### config.mk
export PLATFORM = sky130hd
export DESIGN_NAME = io_hex_display_flat
export DESIGN_NICKNAME = d
export VERILOG_FILES = /design/src/rtl/io_hex_display_pkg.sv /design/src/rtl/io_hex_display_if.sv /design/src/rtl/io_hex_display_bin2bcd_seq.sv /design/src/rtl/io_hex_display.sv /design/src/flat_wrapper.sv
export SDC_FILE = /design/constraint.sdc
export NUM_CORES = 1
export LEC_CHECK = 0
export ABC_AREA = 1
export BUFFER_PORTS_ARGS = -buffer_cell sky130_fd_sc_hd__buf_2
export CORE_MARGIN = 2
export CORE_UTILIZATION = 60
export CTS_BUF_LIST = sky130_fd_sc_hd__clkbuf_8
export DETAILED_ROUTE_END_ITERATION = 7
export GPL_TIMING_DRIVEN = 1
export PLACE_DENSITY = 0.85
export SYNTH_ARGS = -nofsm -noshare
export SYNTH_HDL_FRONTEND = slang
export SYNTH_HIERARCHICAL = 1
export SYNTH_SLANG_ARGS = --single-unit
### constraint.sdc
create_clock -name clock -period 2.6 [get_ports clock]
set_clock_uncertainty 0.2 [all_clocks]
set_input_delay 0.52 -clock clock [delete_from_list [all_inputs] [get_ports clock]]
set_output_delay 0.52 -clock clock [all_outputs]
set_load 0.05 [all_outputs]
### src/rtl/io_hex_display_pkg.sv
// Shared definitions for the hex/decimal display: converter FSM states,
// digit count and the active-low seven-segment decoder.
package io_hex_display_pkg;

    localparam int NDIG = 8;

    typedef enum logic [1:0] {
        IDLE = 2'd0,
        CONV = 2'd1,
        DONE = 2'd2
    } conv_state_t;

    // Segment order is {g,f,e,d,c,b,a}, a lit segment is 0
    localparam logic [6:0] SEG_0     = 7'b1000000;
    localparam logic [6:0] SEG_1     = 7'b1111001;
    localparam logic [6:0] SEG_2     = 7'b0100100;
    localparam logic [6:0] SEG_3     = 7'b0110000;
    localparam logic [6:0] SEG_4     = 7'b0011001;
    localparam logic [6:0] SEG_5     = 7'b0010010;
    localparam logic [6:0] SEG_6     = 7'b0000010;
    localparam logic [6:0] SEG_7     = 7'b1111000;
    localparam logic [6:0] SEG_8     = 7'b0000000;
    localparam logic [6:0] SEG_9     = 7'b0010000;
    localparam logic [6:0] SEG_BLANK = 7'h7F;

    function automatic logic [6:0] seg_decode(input logic [3:0] nib);
        case (nib)
            4'd0:    seg_decode = SEG_0;
            4'd1:    seg_decode = SEG_1;
            4'd2:    seg_decode = SEG_2;
            4'd3:    seg_decode = SEG_3;
            4'd4:    seg_decode = SEG_4;
            4'd5:    seg_decode = SEG_5;
            4'd6:    seg_decode = SEG_6;
            4'd7:    seg_decode = SEG_7;
            4'd8:    seg_decode = SEG_8;
            4'd9:    seg_decode = SEG_9;
            default: seg_decode = SEG_BLANK;
        endcase
    endfunction

endpackage

### src/rtl/io_hex_display_if.sv
// Port bundle between a CPU output port and its display instance.
interface io_hex_display_if;
    logic [31:0] value;
    logic [7:0]  an;
    logic [6:0]  seg;
    logic        busy;
    logic        ovf;

    modport master (output value, input an, seg, busy, ovf);
    modport slave  (input value, output an, seg, busy, ovf);
endinterface

### src/rtl/io_hex_display_bin2bcd_seq.sv
// Sequential double-dabble converter: 32-bit binary to 10 BCD digits,
// one bit per cycle, 32 CONV cycles plus one DONE cycle.
module bin2bcd_seq
    import io_hex_display_pkg::*;
(
    input  logic        clock,
    input  logic        reset,
    input  logic        start,
    input  logic [31:0] bin,
    output logic        busy,
    output logic        done,
    output logic [39:0] bcd
);

    conv_state_t state;
    logic [31:0] shreg;
    logic [39:0] bcd_work;
    logic [39:0] bcd_adj;
    logic [4:0]  bit_cnt;

    // Pre-shift correction so every nibble stays a valid decimal digit after doubling
    always_comb begin
        bcd_adj = bcd_work;
        for (int i = 0; i < 10; i++) begin
            if (bcd_work[4*i +: 4] >= 4'd5)
                bcd_adj[4*i +: 4] = bcd_work[4*i +: 4] + 4'd3;
        end
    end

    always_ff @(posedge clock) begin
        if (reset) begin
            state    <= IDLE;
            shreg    <= '0;
            bcd_work <= '0;
            bit_cnt  <= '0;
            busy     <= 1'b0;
            done     <= 1'b0;
        end else begin
            case (state)
                IDLE: begin
                    if (start) begin
                        shreg    <= bin;
                        bcd_work <= '0;
                        bit_cnt  <= '0;
                        busy     <= 1'b1;
                        state    <= CONV;
                    end
                end
                CONV: begin
                    {bcd_work, shreg} <= {bcd_adj, shreg} << 1;
                    bit_cnt <= bit_cnt + 5'd1;
                    if (bit_cnt == 5'd31) begin
                        done  <= 1'b1;
                        state <= DONE;
                    end
                end
                DONE: begin
                    busy  <= 1'b0;
                    done  <= 1'b0;
                    state <= IDLE;
                end
                default: begin
                    busy  <= 1'b0;
                    done  <= 1'b0;
                    state <= IDLE;
                end
            endcase
        end
    end

    assign bcd = bcd_work;

endmodule

### src/rtl/io_hex_display.sv
// Decimal display for one CPU output port: change detect, BCD conversion,
// digit scan and decode. Define DISP_LZB_EN for leading-zero blanking.
module io_hex_display
    import io_hex_display_pkg::*;
#(
    parameter int SCAN_DIV = 50000
)(
    input  logic             clock,
    input  logic             reset,
    io_hex_display_if.slave  bus
);

    localparam int CNT_W = (SCAN_DIV > 2) ? $clog2(SCAN_DIV) : 1;
    localparam logic [CNT_W-1:0] SCAN_LAST = CNT_W'(SCAN_DIV - 1);

    logic [31:0]      last_val;
    logic [31:0]      bcd_disp;
    logic             ovf_r;
    logic             start;
    logic             conv_busy;
    logic             conv_done;
    logic [39:0]      conv_bcd;
    logic [CNT_W-1:0] scan_cnt;
    logic [2:0]       digit_idx;
    logic [3:0]       cur_nib;
    logic             blank;
    logic [7:0]       an_r;
    logic [6:0]       seg_r;

    // Changes arriving while converting are picked up once the FSM is idle again
    assign start = !conv_busy && (bus.value != last_val);

    bin2bcd_seq u_conv (
        .clock (clock),
        .reset (reset),
        .start (start),
        .bin   (bus.value),
        .busy  (conv_busy),
        .done  (conv_done),
        .bcd   (conv_bcd)
    );

    always_ff @(posedge clock) begin
        if (reset) begin
            last_val <= '0;
            bcd_disp <= '0;
            ovf_r    <= 1'b0;
        end else begin
            if (start)
                last_val <= bus.value;
            if (conv_done) begin
                bcd_disp <= conv_bcd[31:0];
                ovf_r    <= |conv_bcd[39:32];
            end
        end
    end

    assign cur_nib = bcd_disp[{digit_idx, 2'b00} +: 4];

`ifdef DISP_LZB_EN
    logic [2:0] msd;

    // Digit 0 is never blanked, so an all-zero value still shows "0"
    always_comb begin
        msd = '0;
        for (int i = 1; i < NDIG; i++) begin
            if (bcd_disp[4*i +: 4] != 4'd0)
                msd = 3'(i);
        end
    end

    assign blank = !ovf_r && (digit_idx > msd);
`else
    assign blank = 1'b0;
`endif

    always_ff @(posedge clock) begin
        if (reset) begin
            scan_cnt  <= '0;
            digit_idx <= '0;
            an_r      <= 8'hFE;
            seg_r     <= SEG_0;
        end else begin
            if (scan_cnt == SCAN_LAST) begin
                scan_cnt  <= '0;
                digit_idx <= digit_idx + 3'd1;
            end else begin
                scan_cnt <= scan_cnt + CNT_W'(1);
            end
            an_r  <= ~(8'd1 << digit_idx);
            seg_r <= blank ? SEG_BLANK : seg_decode(cur_nib);
        end
    end

    assign bus.an   = an_r;
    assign bus.seg  = seg_r;
    assign bus.busy = conv_busy;
    assign bus.ovf  = ovf_r;

endmodule

### src/flat_wrapper.sv
// flat-port wrapper written by rule: the top's interface ports become plain ports
module io_hex_display_flat import io_hex_display_pkg::*;
#(
    parameter int SCAN_DIV = 50000
)
  (clock, reset, bus_value, bus_an, bus_seg, bus_busy, bus_ovf);
  io_hex_display_if bus_i ();
  input  logic clock;
  input  logic reset;
  input wire logic [$bits(bus_i.value)-1:0] bus_value;
  output wire logic [$bits(bus_i.an)-1:0] bus_an;
  output wire logic [$bits(bus_i.seg)-1:0] bus_seg;
  output wire logic [$bits(bus_i.busy)-1:0] bus_busy;
  output wire logic [$bits(bus_i.ovf)-1:0] bus_ovf;
  assign bus_i.value = bus_value;
  assign bus_an = bus_i.an;
  assign bus_seg = bus_i.seg;
  assign bus_busy = bus_i.busy;
  assign bus_ovf = bus_i.ovf;
  io_hex_display #(.SCAN_DIV(SCAN_DIV)) u_core (.clock(clock), .reset(reset), .bus(bus_i));
endmodule
# After elaboration in Yosys (flattened, before gate mapping)
# Memory sizes are Yosys's and may differ from the RTL's. A register that Yosys moved wholly into a read port is not among the register bits.
# Cells that the tools add are included.
dict set report op_classes {
  addsub 13
  magnitude_cmp 10
  eq_ne 6
  n_shift 2
  muxes 23
  bitwise_logic 3
  reduce_logical 10
}
# operator count
set op_table {}
lappend op_table {{case mux 40 bit (2 select lines)} 1}
lappend op_table {{case mux 32 bit (2 select lines)} 1}
lappend op_table {{>= comparator 4 x 3 -> 1 bit (second input constant)} 10}
lappend op_table {{two-way mux 40 bit} 1}
lappend op_table {{adder 4 x 2 -> 4 bit (second input constant)} 9}
lappend op_table {{two-way mux 4 bit} 9}
lappend op_table {{two-way mux 32 bit} 1}
lappend op_table {{!= test 32 bit} 1}
lappend op_table {{variable part select 32 x 6 -> 4 bit} 1}
lappend op_table {{adder 16 x 1 -> 16 bit (second input constant)} 1}
lappend op_table {{== test 16 bit (second input constant)} 1}
lappend op_table {{case mux 5 bit (2 select lines)} 1}
lappend op_table {{inverter 8 bit} 1}
lappend op_table {{AND reduction 2 bit} 4}
lappend op_table {{OR reduction 8 bit} 1}
lappend op_table {{<< shifter 1 x 3 -> 8 bit (first input constant)} 1}
lappend op_table {{adder 5 x 1 -> 5 bit (second input constant)} 1}
lappend op_table {{== test 5 bit (second input constant)} 1}
lappend op_table {{two-way mux 5 bit} 1}
lappend op_table {{two-way mux 2 bit} 2}
lappend op_table {{case mux 1 bit (2 select lines)} 2}
lappend op_table {{case mux 2 bit (2 select lines)} 1}
lappend op_table {{adder 3 x 1 -> 3 bit (second input constant)} 1}
lappend op_table {{adder 3 x 2 -> 3 bit (second input constant)} 1}
lappend op_table {{other kinds (11)} 13}
dict set report word_totals {
  reg_bits 173
  romBits 112
  out_inout_bits 17
  elab_cells 80
  memories 1
}
# name words word_bits read_ports rd_ports_with_merged_regs wr line_no
set mem_list {}
lappend mem_list {{(name not given)} 16 7 1 1 0 io_hex_display_pkg.sv:27} ;# case (nib)

# Depth between registers and ports, before layout
dict set report logic_depth {
  word_depth 4
  depth_mapped 15
}

# By module
# The synthesis kept the hierarchy.
# module instances cells_per_inst area_per_inst_um2 seq_area_each_um2
set by_module_without_submodules {}
lappend by_module_without_submodules {io_hex_display 1 676 4845.9 1981.9}
lappend by_module_without_submodules {bin2bcd_seq 1 625 4190.3 1621.6}

# Least setup slack after synthesis
# No wires, ideal clock.
dict set report synth_timing {
  path_kind {input to register}
  start {input port bus_value[31]}
  end {register u_core.u_conv.bcd_work[34], in the netlist u_core/u_conv/bcd[34]}
  setup_time_ps 70
  arrival_ps 1875
  required_ps 2330
  setup_slack_ps 455
  stages 15
  cell_sequence {inv_1 -> nand2_1 -> nand2_1 -> nand2_1 -> nor2_1 -> nand2_1 -> nor2_2 -> a21oi_1 -> nand3_2 -> nand2_1 -> inv_2 -> buf_4 -> buf_6 -> nand2_1 -> a21oi_1}
}
dict set report synth_via {
  elab_chain_cells 4
}
# item line_no
set synth_rtl {}
lappend synth_rtl {{start: declaration} flat_wrapper.sv:10} ;# input wire logic [$bits(bus_i.value)-1:0] bus_value;
lappend synth_rtl {{!= test 32 bit} io_hex_display.sv:31} ;# assign start = !conv_busy && (bus.value != last_val);
lappend synth_rtl {{logical AND 1 bit} io_hex_display.sv:31}
lappend synth_rtl {{via u_core.start} io_hex_display.sv:19} ;# logic start;
lappend synth_rtl {{!= test 2 x 1 -> 1 bit (no source line)} n/a}
lappend synth_rtl {{AND reduction 2 bit (no source line)} n/a}
lappend synth_rtl {{end signal: assignment} io_hex_display_bin2bcd_seq.sv:50} ;# {bcd_work, shreg} <= {bcd_adj, shreg} << 1;
lappend synth_rtl {{end: declaration} io_hex_display_bin2bcd_seq.sv:17} ;# logic [39:0] bcd_work;
# The timed path passes the listed nets, and every way through them passes these cells.
# A chain may end at the register's enable or synchronous reset.

# Final worst setup path
dict set report layout_timing {
  start {register u_core.digit_idx[0]}
  end {register u_core.seg_r[5], in the netlist u_core/bus.seg[5]}
}
dict set report layout_via {
  elab_chain_cells 1
}
# item line_no
set layout_rtl {}
lappend layout_rtl {{start: declaration} io_hex_display.sv:24} ;# logic [2:0] digit_idx;
lappend layout_rtl {{start signal: assignment} io_hex_display.sv:86} ;# digit_idx <= digit_idx + 3'd1;
lappend layout_rtl {{variable part select 32 x 6 -> 4 bit} io_hex_display.sv:58} ;# assign cur_nib = bcd_disp[{digit_idx, 2'b00} +: 4];
lappend layout_rtl {{end: declaration} io_hex_display.sv:28} ;# logic [6:0] seg_r;
# Every way passes these cells.

==> qor.txt <==
Core ar. = 14640 µm²
Detailed-route via count = 8283
Simple-Gate Fraction of Synth Area = 0.2930
CP Capture Type = flop
CTS buffer count = 17
Starting Density = 0.6171
Comb pwr share = 0.125
CP Cell Sequence = buf_4, nor2_1, nor2_1, nand2_1, o21ai_0, mux2i_1, inv_1, ha_1, nand3b_1, nand3_1, a21oi_1
Cts repair resizes = 0
IR Drop Worst-Case VDD = 0.3041 mV
Worst slew margin = 0.1956
Syn_area_per_cell = 6.946 µm²
Cell family with most CP delay = simple AND/OR/NAND/NOR gates
Final hold violation count = 0
Switching share of power = 0.2585
Total grt overflow = 0
Synth Area in Adders = 0.04708
Vias per cell = 5.431
DR iter-0 viols = 623
Vias in the first global route = 7531
Slowest CP cell = dfxtp_1
Post-synthesis sequential area ratio = 0.3988
#FFs+latches synth = 180
Max FO, Critical Path = 12
CTS Root Cell = clkbuf_8
Top-level I/O count = 51
Setup violations, final = 0
Syn Nets = 1369
Crit path time final = 2222 ps
Share of cells above drive strength 1 = 0.09471
Internal = 4.216 mW
Clock Pin Slew Worst Setup and Hold Paths = 80 ps
DP Wirelength = 12730 µm
Startpoint types = flop
Setup bufs post-CTS = 0
Synth Area in XOR/XNOR = 0.02714
Initial antenna violation count = 0
Crit path required time = 2750 ps
CP max stage delay = 390 ps
Clk buf depth = 2
Mapped cell area = 9036 µm²
H-tree levels = 4
GPL Wtd Cong = 0.8093
Critical path class = reg2reg
DRT Pass-1 Iters = 6
CTS tree = yes
Netlist cell types = 35
Post-synthesis mux area share = 0.001108
Max-cap viol count = 0
DRC violations left = 0
Die Span X = 126.7 µm
Routed Antenna Nets = 0
Ys Warns = 6
Area fraction in compound gates after synthesis = 0.1336
LEAKAGE = 4.499 nW
Main combinational cell family by area after synthesis = simple AND/OR/NAND/NOR gates
Seq pwr share = 0.518
Core Rows = 44
Sw power = 1.469 mW
Fmax = 0.4501 GHz
ANT cells = 0
Worst Setup SP = u_core/digit_idx[0]$_SDFFE_PP0N_
Final #Nets = 1396
RSZ-0062 raised after global routing = false
First-pass GRT wire length = 33440 µm
Synth-to-Final Area Change = 8.668%
Layout fillers = 1262
Hold-fix buffers at CTS = 0
Cell Pwr Density = 579.0 nW/µm²
Clock Latency Late Sink = 470 ps
Slew Viols, Final = 0
Wire per inst = 12.70 µm
Reg2reg start = u_core/digit_idx[0]$_SDFFE_PP0N_
Setup TNS = 0 ps
Die area = 16060 µm²
Clk pwr share = 0.356
CTS sink count = 180
Largest net degree at the start of global routing = 78
Worst-margin pin slew = 1205 ps
Most frequent CP cell = nor2_1
Port Buffers = 50
Worst endpoint data arrival time = 2370 ps
Synth Instances = 1301
Die Height = 126.7 µm
Power, Total = 5.685 mW
Hold Startpoint = bus_value[0]
WP buf/inv = 2
Tcrit/Tclk final = 0.8545
Routed WL = 19360 µm
Hold Path Class = in2reg
Status = complete, no violations
Total track usage = 0.2488
[through the flow]
stage / cell area [µm²] / std cells / setup WS, ps / hold slack [ps] / util
after CTS: 9819 / 1525 / 395.5 / 107.8 / 0.6705
after floorplan: 9036 / 1301 / 454.8 / 229.4 / -
after detailed placement: 9392 / 1493 / 164.1 / 247.9 / 0.6413
final: 9819 / 1525 / 378.3 / 138.3 / 0.6705
after global placement: 9392 / 1493 / 252.5 / 244.5 / 0.6413
after global routing: 9819 / 1525 / 179.0 / 145.3 / 0.6705
[power groups by stage]
stage	clock network, mW	registers [mW]	logic, mW
CTS	2.07	2.95	0.711
finish	2.03	2.95	0.712
global placement	0	3.01	0.688
detailed placement	0	3.01	0.705
global route	2.18	2.96	0.803
floorplan	0	3.00	0.505
[state kept, by name, summed over array words and instances (netlist names)]
register	flops
u_core/digit_idx	3
u_core/bus.ovf	1
u_core/u_conv/state	2
u_core/bcd_disp	32
u_core/u_conv/bcd	40
u_core/u_conv/bit_cnt	5
u_core/scan_cnt	16
u_core/last_val	32
u_core/u_conv/busy	1
u_core/u_conv/done	1
u_core/bus.an	8
u_core/bus.seg	7
u_core/u_conv/shreg	32
[worst reg2reg max path: stages, from the launching register on]
cell	delay, ps
dfxtp_1	390
buf_4	210
nor2_1	120
nor2_1	50
nand2_1	80
o21ai_0	90
mux2i_1	330
inv_1	120
ha_1	190
nand3b_1	160
nand3_1	100
a21oi_1	60
[final timing paths]
kind                                         endpoint  slack (ps)  depth (start not counted)
setup reg to reg         u_core/bus.seg[5]$_SDFF_PP0_         380                         11
hold / removal    u_core/u_conv/shreg[0]$_SDFFE_PP0P_         140                          3
setup / recovery         u_core/bus.seg[5]$_SDFF_PP0_         380                         11
hold reg to reg      u_core/bcd_disp[20]$_SDFFE_PP0P_         260                          2
[cell families (layout without fill, tap and decap cells)]
kind of cell	Yosys count	after routing
flip-flops	180	180
XOR/XNOR	28	28
AO/OA/AOI/OAI	227	227
buffers and inverters	209	249
adder cells (fa/ha/maj)	34	34
multiplexers	1	1
AND/OR/NAND/NOR	622	622
[cell usage after synthesis (all sizes together)]
cell type | number | share of area
a21oi | 135 | 0.075
a22oi | 8 | 0.0066
a31oi | 1 | 0.00069
and3 | 1 | 0.00069
buf | 39 | 0.029
clkbuf | 21 | 0.0087
clkinv | 2 | 0.00083
dfxtp | 180 | 0.40
ha | 34 | 0.047
inv | 147 | 0.061
mux2i | 1 | 0.0011
nand2 | 286 | 0.12
nand3 | 112 | 0.068
nand3b | 3 | 0.0029
nand4 | 24 | 0.017
nor2 | 187 | 0.078
nor3 | 8 | 0.0055
nor4 | 1 | 0.00069
o211ai | 16 | 0.013
o21a | 1 | 0.00083
o21ai | 66 | 0.037
xnor2 | 24 | 0.023
xor2 | 4 | 0.0039
[layer usage]
metal	part of all wire	track usage
met2	0.47	0.4197
met4	0.016	0.08016
met3	0.056	0.04850
met1	0.46	0.3229
met5	0	0
[cell type report]
class	count	area [µm²]	share of cell area
clock buffers	19	261.5	0.02663
inverters	149	559.3	0.05696
multi-input cells	912	4538	0.4622
well taps	184	230.2	0.02345
repair buffers	68	460.4	0.04689
clock inverters	13	166.4	0.01695
flip-flops and latches	180	3603	0.3670
[cell usage in the layout, fill, tap and decap left out]
cell type   netlist  routed
buf_2            18      50
a22oi_1           8       8
nand2_2           2       2
nor3_2            2       2
nor4_1            1       1
nand3_2          11      11
clkinv_2          0       3
nand3b_1          2       2
and3_1            1       1
nand3b_2          1       1
clkinv_4          0       1
a31oi_1           1       1
nor3_1            6       6
dfxtp_1         180     180
a21oi_1         135     135
nand2_4           1       1
clkinvlp_4        0       1
nand3_1         101     101
buf_4             4      12
clkinv_1          2       2
ha_1             34      34
nor2_1          185     184
inv_2             8       9
o21a_1            1       1
o211ai_1         16      16
o21ai_0          63      63
bufinv_16         0       4
buf_12            0       6
xnor2_1          24      24
nor2_2            2       3
o21ai_2           2       2
nand4_1          24      24
nand2_1         283     283
o21ai_1           1       1
clkbuf_8          0      19
mux2i_1           1       1
xor2_1            4       4
inv_1           139     142
Note: power is estimated with default switching activity, not from simulation.
